[config.mk]
export PLATFORM = sky130hd
export DESIGN_NAME = seg_scan_driver
export DESIGN_NICKNAME = d
export VERILOG_FILES = /design/src/rtl/seg_pkg.sv /design/src/rtl/sync_edge_detect.sv /design/src/rtl/seg_scan_driver.sv
export SDC_FILE = /design/constraint.sdc
export NUM_CORES = 1
export LEC_CHECK = 0
export ABC_AREA = 1
export CAP_MARGIN = 20
export CORE_MARGIN = 1.5
export CORE_UTILIZATION = 35
export DETAILED_ROUTE_END_ITERATION = 7
export GPL_TIMING_DRIVEN = 0
export PLACE_DENSITY_LB_ADDON = 0.12
export SYNTH_ARGS = -nofsm -noshare
export SYNTH_HDL_FRONTEND = slang
export SYNTH_SLANG_ARGS = --single-unit
export TNS_END_PERCENT = 1
[constraint.sdc]
create_clock -name basys3_clock -period 6.5 [get_ports basys3_clock]
set_input_delay 1.3 -clock basys3_clock [delete_from_list [all_inputs] [get_ports basys3_clock]]
set_output_delay 1.3 -clock basys3_clock [all_outputs]
set_load 0.1 [all_outputs]
[src/rtl/seg_pkg.sv]
// Shared constants for the seven-segment scan driver: segment codes,
// digit count and scan state encoding.
package seg_pkg;

   localparam int unsigned DIGITS = 4;

   // Active-low {g,f,e,d,c,b,a} patterns for BCD 0..9
   localparam logic [6:0] SEG_LUT [10] = '{
      7'b1000000, 7'b1111001, 7'b0100100, 7'b0110000, 7'b0011001,
      7'b0010010, 7'b0000010, 7'b1111000, 7'b0000000, 7'b0010000
   };

   localparam logic [6:0] SEG_BLANK = 7'h7F;
   localparam logic [6:0] SEG_DASH  = 7'b0111111;

   typedef enum logic [1:0] {
      S0 = 2'd0,
      S1 = 2'd1,
      S2 = 2'd2,
      S3 = 2'd3
   } scan_state_e;

   function automatic logic [6:0] bcd_to_seg(input logic [3:0] nib);
      if (nib < 4'd10) return SEG_LUT[nib];
      return SEG_DASH;
   endfunction

endpackage

[src/rtl/sync_edge_detect.sv]
// Two-flop synchroniser followed by a single-cycle rising-edge pulse.
module sync_edge_detect (
   input  logic clk_i,
   input  logic rst_ni,
   input  logic d_i,
   output logic pulse_o
);

   logic s1_q, s2_q, prev_q;

   always_ff @(posedge clk_i) begin
      if (!rst_ni) begin
         s1_q   <= 1'b0;
         s2_q   <= 1'b0;
         prev_q <= 1'b0;
      end else begin
         s1_q   <= d_i;
         s2_q   <= s1_q;
         prev_q <= s2_q;
      end
   end

   assign pulse_o = s2_q & ~prev_q;

endmodule

[src/rtl/seg_scan_driver.sv]
// Four-digit multiplexed seven-segment driver advanced by a slow scan clock,
// with a one-entry input buffer loaded into the display only at frame start.
module seg_scan_driver
   import seg_pkg::*;
#(
   parameter int unsigned DIGITS   = 4,
   parameter bit          BLANK_LZ = 1'b1
) (
   input  logic        basys3_clock,
   input  logic        rst_n,
   input  logic        scan_clk,
   input  logic        din_valid,
   output logic        din_ready,
   input  logic [15:0] din,
   input  logic [3:0]  dp_in,
   output logic [3:0]  an,
   output logic [6:0]  seg,
   output logic        dp,
   output logic        frame_done
);

   logic tick;

   sync_edge_detect u_sync (
      .clk_i  (basys3_clock),
      .rst_ni (rst_n),
      .d_i    (scan_clk),
      .pulse_o(tick)
   );

   scan_state_e state_q, state_d;
   logic [15:0] pending_q, pending_d, shadow_q, shadow_d, upper;
   logic [3:0]  pending_dp_q, pending_dp_d, shadow_dp_q, shadow_dp_d;
   logic        pending_full_q, pending_full_d;
   logic        ready_q, ready_d;
   logic [3:0]  an_q, an_d;
   logic [6:0]  seg_q, seg_d;
   logic        dp_q, dp_d, fd_q, fd_d;
   logic        accept, load, blank;
   logic [1:0]  k;
   logic [3:0]  nib;

   always_comb begin
      state_d        = state_q;
      pending_d      = pending_q;
      pending_dp_d   = pending_dp_q;
      pending_full_d = pending_full_q;
      shadow_d       = shadow_q;
      shadow_dp_d    = shadow_dp_q;
      an_d           = an_q;
      seg_d          = seg_q;
      dp_d           = dp_q;
      fd_d           = 1'b0;
      k              = state_q;
      upper          = '0;
      nib            = '0;
      blank          = 1'b0;

      // accept needs an empty buffer and load a full one, so they never coincide
      accept = din_valid && ready_q;
      load   = tick && (state_q == S0) && pending_full_q;

      if (load) begin
         shadow_d       = pending_q;
         shadow_dp_d    = pending_dp_q;
         pending_full_d = 1'b0;
      end
      if (accept) begin
         pending_d      = din;
         pending_dp_d   = dp_in;
         pending_full_d = 1'b1;
      end

      if (tick) begin
         upper = shadow_d >> {k, 2'b00};
         nib   = shadow_d[{k, 2'b00} +: 4];
         blank = BLANK_LZ && (k != 2'd0) && (upper == 16'h0000) && !shadow_dp_d[k];
         an_d  = ~(4'b0001 << k);
         seg_d = blank ? SEG_BLANK : bcd_to_seg(nib);
         dp_d  = ~shadow_dp_d[k];
         fd_d  = (k == 2'(DIGITS - 1));
         case (state_q)
            S0:      state_d = S1;
            S1:      state_d = S2;
            S2:      state_d = S3;
            default: state_d = S0;
         endcase
      end

      ready_d = !pending_full_d;
   end

   always_ff @(posedge basys3_clock) begin
      if (!rst_n) begin
         state_q        <= S0;
         pending_q      <= '0;
         pending_dp_q   <= '0;
         pending_full_q <= 1'b0;
         shadow_q       <= '0;
         shadow_dp_q    <= '0;
         ready_q        <= 1'b0;
         an_q           <= '1;
         seg_q          <= SEG_BLANK;
         dp_q           <= 1'b1;
         fd_q           <= 1'b0;
      end else begin
         state_q        <= state_d;
         pending_q      <= pending_d;
         pending_dp_q   <= pending_dp_d;
         pending_full_q <= pending_full_d;
         shadow_q       <= shadow_d;
         shadow_dp_q    <= shadow_dp_d;
         ready_q        <= ready_d;
         an_q           <= an_d;
         seg_q          <= seg_d;
         dp_q           <= dp_d;
         fd_q           <= fd_d;
      end
   end

   assign din_ready  = ready_q;
   assign an         = an_q;
   assign seg        = seg_q;
   assign dp         = dp_q;
   assign frame_done = fd_q;

endmodule

# Yosys cells after proc, flatten, opt, wreduce, memory -nomap -nowiden
# Memory sizes are Yosys's and may differ from the RTL's.
# Cells that the tools add are included.
# totals
ff_bits	60
mem_count	1
word_cells	54
out_inout_bits	14
input_bits	24
romBits	112
# op_classes
reduce_logical	11
eq_ne	3
bitwise_logic	5
shifts	3
n_lt_le_gt_ge	3
mux	14
# mem_list
name	words	width	rd	rd_clocked_by_memory_dff	wr	line	rtl
(name not given)	16	7	1	0	0	seg_pkg.sv:24	if (nib < 4'd10) return SEG_LUT[nib];
# ops
op	n
$mux 7	5
$logic_not 16->1	1
$mux 16	1
$shiftx 16x5->4	1
$shr 16x4->16	1
$pmux 2 s3	1
$ge 5x5->1 const B	1
$logic_and 1x1->1	5
$mux 1	5
$not 4->5	1
$eq 2x2->1 const B	2
$lt 4x4->1 const B	1
$mux 4	1
$not 4->4	1
$shl 1x2->4 const A	1
$lt 2x3->1 const B	1
$bmux 1 s2	1
$eq 2x1->1 const B	1
$logic_not 1->1	2
$logic_not 2->1	1
$not 1->1	2
$reduce_and 2->1	1
$reduce_bool 2->1	1
$and 1x1->1	1

# Depth between registers and ports, before layout
# depth
ltp_word	13
depth_mapped	23
mapped_depth_nobuf	20

# By module
# From an unflattened synthesis, not the netlist that was laid out.
# unflattened
hier_cells	391
area_unflattened_um2	2790.2
# modules_own_cells
mod	n_inst	area_per_inst_um2	seq_area_each_um2	cells_per_inst
seg_scan_driver	1	2697.6	1141.1	380
sync_edge_detect	1	92.6	60.1	11

# Worst setup path after synthesis
# Ideal clock, no wire load.
# synth_path
kind	reg-to-reg
start	register state_q[0], in the netlist k[0]
end	register seg_q[1], in the netlist seg[1]
setup_ps	56
arrival_ps	2717
stages_incl_launch_ff	24
path_slack_ps	3728
path_cell_list	dfxtp_1 buf_2 inv_1 buf_2 ha_1 buf_6 nand4_4 buf_6 nand2_1 nand2_1 nand2_1 nand2_1 o21ai_1 ha_1 inv_1 nor2_1 nand3_1 nor2_1 nand2_1 nor2_2 nand2_2 nand3_1 nand2_1 inv_1
# synth_between
elab_chain_cells	12
# synth_lines
element	line	rtl
from (decl)	seg_scan_driver.sv:31	scan_state_e state_q, state_d;
from (signal assigned)	seg_scan_driver.sv:107	state_q <= state_d;
$logic_not 2->1	seg_scan_driver.sv:61	load = tick && (state_q == S0) && pending_full_q;
$logic_and 1x1->1 (2 in a row)	seg_scan_driver.sv:61	
$mux 16	seg_scan_driver.sv:63	if (load) begin
$shiftx 16x5->4	seg_scan_driver.sv:76	nib = shadow_d[{k, 2'b00} +: 4];
$not 4->5 (implied by the code)	seg_pkg.sv:24	
$mem_v2 16x7	--	
$mux 7 (implied by the code) (2 in a row)	seg_pkg.sv:24	
$mux 7	seg_pkg.sv:24	
$mux 7	seg_pkg.sv:25	return SEG_DASH;
$mux 7 (*)	seg_scan_driver.sv:79	seg_d = blank ? SEG_BLANK : bcd_to_seg(nib);
to (signal assigned)	seg_scan_driver.sv:115	seg_q <= seg_d;
to (decl)	seg_scan_driver.sv:37	logic [6:0] seg_q, seg_d;
# Every way passes the cells marked *; elsewhere a longest branch is shown, timed or not. The select of a mux whose other input is x is not followed.
# A chain may end at the register's enable or synchronous reset.

# Final worst setup path
# layout_path
start	register state_q[1], in the netlist k[1]
end	register seg_q[5], in the netlist seg[5]
# Same word-level chain as after synthesis.

==> impl_metrics.tcl <==
set metrics [dict create \
    r2r_slack_ns 3.00 \
    die_area_sq_um 8910 \
    post-route-drc-count 0 \
    seq_area_frac_synth_pct 41.1 \
    r2r_start "k[1]$_SDFFE_PN0P_" \
    rsz0062_at_grt "false" \
    diodes 0 \
    critPathBufInv 7 \
    grt_overflow 0 \
    multi_input_area_sq_um 1400 \
    max_stage_delay_ns 0.38 \
    layout_common_cells "nand2_1 (102), dfxtp_1 (60), inv_1 (57), nand3_1 (53), nor2_1 (45)" \
    met1_length_um 3640 \
    dr_wl_met3_um 349 \
    arrival_ns 3.79 \
    path_class "reg2reg" \
    wirelength_um 7400 \
    critPathTopFamily "buffers and inverters" \
    dr_wl_met2_um 3320 \
    synth.cell_area_sq_um 2920 \
    grt_pass1_vias 2528 \
    dr.pass1.iters 4 \
    ys_ff_latch 60 \
    initial_core_util_pct 35.9 \
    critPathLaunchType "register" \
    ios 38 \
    clk_latency_ns 0.34 \
    hold_path.class "reg2reg" \
    synthMuxAreaShare_pct 0 \
    drtIter0Drc 94 \
    synthSimpleGateAreaFrac_pct 33.0 \
    power_w 0.000862 \
    peakVddDrop_uv 94.2 \
    core_area_sq_um 8130 \
    synth_fa_ha_area_share_pct 3.85 \
    hpwlAfterDp_um 5490 \
    synth_top_family_by_area "simple AND/OR/NAND/NOR gates" \
    crit_fanout 11 \
    hold_viol 0 \
    cts.root.buffer_cell "clkbuf_8" \
    worstPathCellList "clkbuf_1 -> inv_1 -> buf_2 -> ha_1 -> buf_6 -> nand4_4 -> buf_2 -> nand2_1 -> o211ai_1 -> nand3_1 -> o21ai_1 -> ha_1 -> inv_1 -> nor2_1 -> nand3_1 -> nor2_1 -> nand2_1 -> nor2_2 -> nand2_2 -> nand3_1 -> nand2_1 -> inv_1" \
    clock.fmax_mhz 286 \
    clock_path_buffers 2 \
    htreeDepth 3 \
    final_common_cell "nand2_1" \
    cp_slowest_cell "dfxtp_1" \
    grt_pass1_wl_um 12200 \
    skew_ns 0.00948 \
    syn_area_per_cell_sq_um 6.85 \
    slew_viol_final 0 \
    min_from "u_sync.s1_q$_SDFF_PN0_" \
    synth_compound_area_share_pct 10.9 \
    ant_nets 0 \
    fp-row-count 33 \
    final.fill_count 881 \
    dr.max_layer_used "met4" \
    path_clk_slew_ns 0.07 \
    seq_area_sq_um 1200 \
    period_needed_ns 3.50 \
    wire_per_inst_um 12.6 \
    fin_nets 508 \
    ys_types 28 \
    fin_crit_sh_pct 53.9 \
    synth-xor-area-share_pct 0 \
    port_buffers 37 \
    die_h_um 94.4 \
    worstMarginPinSlew_ns 0.968 \
    max_cap_violations 0 \
    p_per_area_nw_per_um2 238 \
    finalSetupViolations 0 \
    worstPathRequired_ns 6.79 \
    hold_buffers 0 \
    grt_max_degree 12 \
    cts-buffers-inserted 9 \
    clock-sinks 60 \
    grt.total_usage_pct 18.0 \
    p_leak_nw 1.59 \
    viasPerCell 4.61 \
    synth_cells 427 \
    vias 2699 \
    cp-startpoint "k[1]$_SDFFE_PN0P_" \
    antenna_found_initial 0 \
    post-cts-setup-buffer-count 0 \
    place.gp.congestion 0.860 \
    cts_resized 0 \
    slew_headroom_pct 35.2 \
    netlist_top_cells_area "dfxtp_1 (41%), nand2_1 (13%), nand3_1 (9.1%)" \
    setup_tns_ns 0 \
    drive_gt1_share_pct 8.75 \
    status "finished, final reports clean" \
    synth.largest_area_cell "dfxtp_1" \
    syn_to_final_growth_pct 24.0 \
    die_width_um 94.4 \
    synth_top_area_share_pct 41.1 \
    synth_warnings 0 \
    tritoncts "built" \
    cp-end-kind "register" \
    syn_nets 460 \
]
-- cells by family (layout without fill, tap and decap cells) --
logic type | after synthesis | count (layout)
flip-flops | 60 | 60
AO/OA/AOI/OAI | 60 | 60
adder cells (fa/ha/maj) | 9 | 9
buffers and inverters | 78 | 131
AND/OR/NAND/NOR | 220 | 220
-- cells in the mapped netlist --
cell type and count:
ha_1 9, o21ai_2 1, buf_1 1, nand2_2 3, o21ai_0 25, nor2_2 2
nor2_4 1, a21oi_4 1, o21ai_1 3, buf_4 1, o22ai_1 1, a21oi_1 28
buf_6 3, clkinv_1 1, clkbuf_1 9, nor2_1 45, inv_2 1, nand4_4 1
or2_2 6, and2_1 2, nand3_1 53, buf_2 5, nand3_2 1, nand2_1 102
o211ai_1 1, dfxtp_1 60, nand4_1 4, inv_1 57
-- layout make-up --
| type | instances | area share, % |
|---|---|---|
| multi-input combinational | 289 | 38.5 |
| sequential | 60 | 33.1 |
| timing repair buffer | 37 | 10.2 |
| inverter | 59 | 6.11 |
| clock buffer | 10 | 3.79 |
| tap | 105 | 3.62 |
| buffer | 19 | 2.86 |
| clock inverter | 6 | 1.76 |
-- routing by layer --
metal	GRT usage, %	up-vias
li1	-	1443
met1	23.6	1195
met2	29.0	54
met3	5.07	7
met4	4.85	0
met5	0	-
-- flip-flops by register name (all words and copies together) (netlist names), 2 cells and up --
name	flops
shadow_q	16
pending_q	16
an	4
pending_dp_q	4
seg	7
k	2
shadow_dp_q	4
-- worst register-to-register path, cell delays in order, from the launching register on --
cell and delay (ns):
dfxtp_1 0.38, clkbuf_1 0.38, inv_1 0.11, buf_2 0.22, ha_1 0.21, buf_6 0.14
nand4_4 0.17, buf_2 0.25, nand2_1 0.10, o211ai_1 0.10, nand3_1 0.12, o21ai_1 0.27
ha_1 0.22, inv_1 0.05, nor2_1 0.08, nand3_1 0.08, nor2_1 0.10, nand2_1 0.07
nor2_2 0.09, nand2_2 0.12, nand3_1 0.11, nand2_1 0.05, inv_1 0.04
-- final timing paths --
kind,end,cells after the start
setup reg to reg,seg[5]$_SDFFE_PN1P_,22
hold / removal,u_sync.s2_q$_SDFF_PN0_,2
hold reg to reg,u_sync.s2_q$_SDFF_PN0_,2
setup / recovery,seg[5]$_SDFFE_PN1P_,22
-- through the flow --
step | setup slack [ns] | hold WS [ns] | util [%] | area [sq um] | instances
after global routing | 2.62 | 0.446 | 44.6 | 3630 | 585
after floorplan | 3.73 | 0.390 | - | 2920 | 427
final | 3.00 | 0.413 | 44.6 | 3630 | 585
after global placement | 3.08 | 0.395 | 42.1 | 3430 | 569
after CTS | 3.00 | 0.418 | 44.6 | 3630 | 585
after detailed placement | 3.04 | 0.401 | 42.1 | 3430 | 569
-- power by group --
group          internal [W]  leakage (nW)  switching, W  total, W
Sequential         0.000383         0.489    0.00000756  0.000390
Combinational     0.0000412          1.00     0.0000819  0.000123
Clock              0.000187        0.0983      0.000161  0.000348
Total              0.000611          1.59      0.000251  0.000862
(Power assumes the default switching activity.)
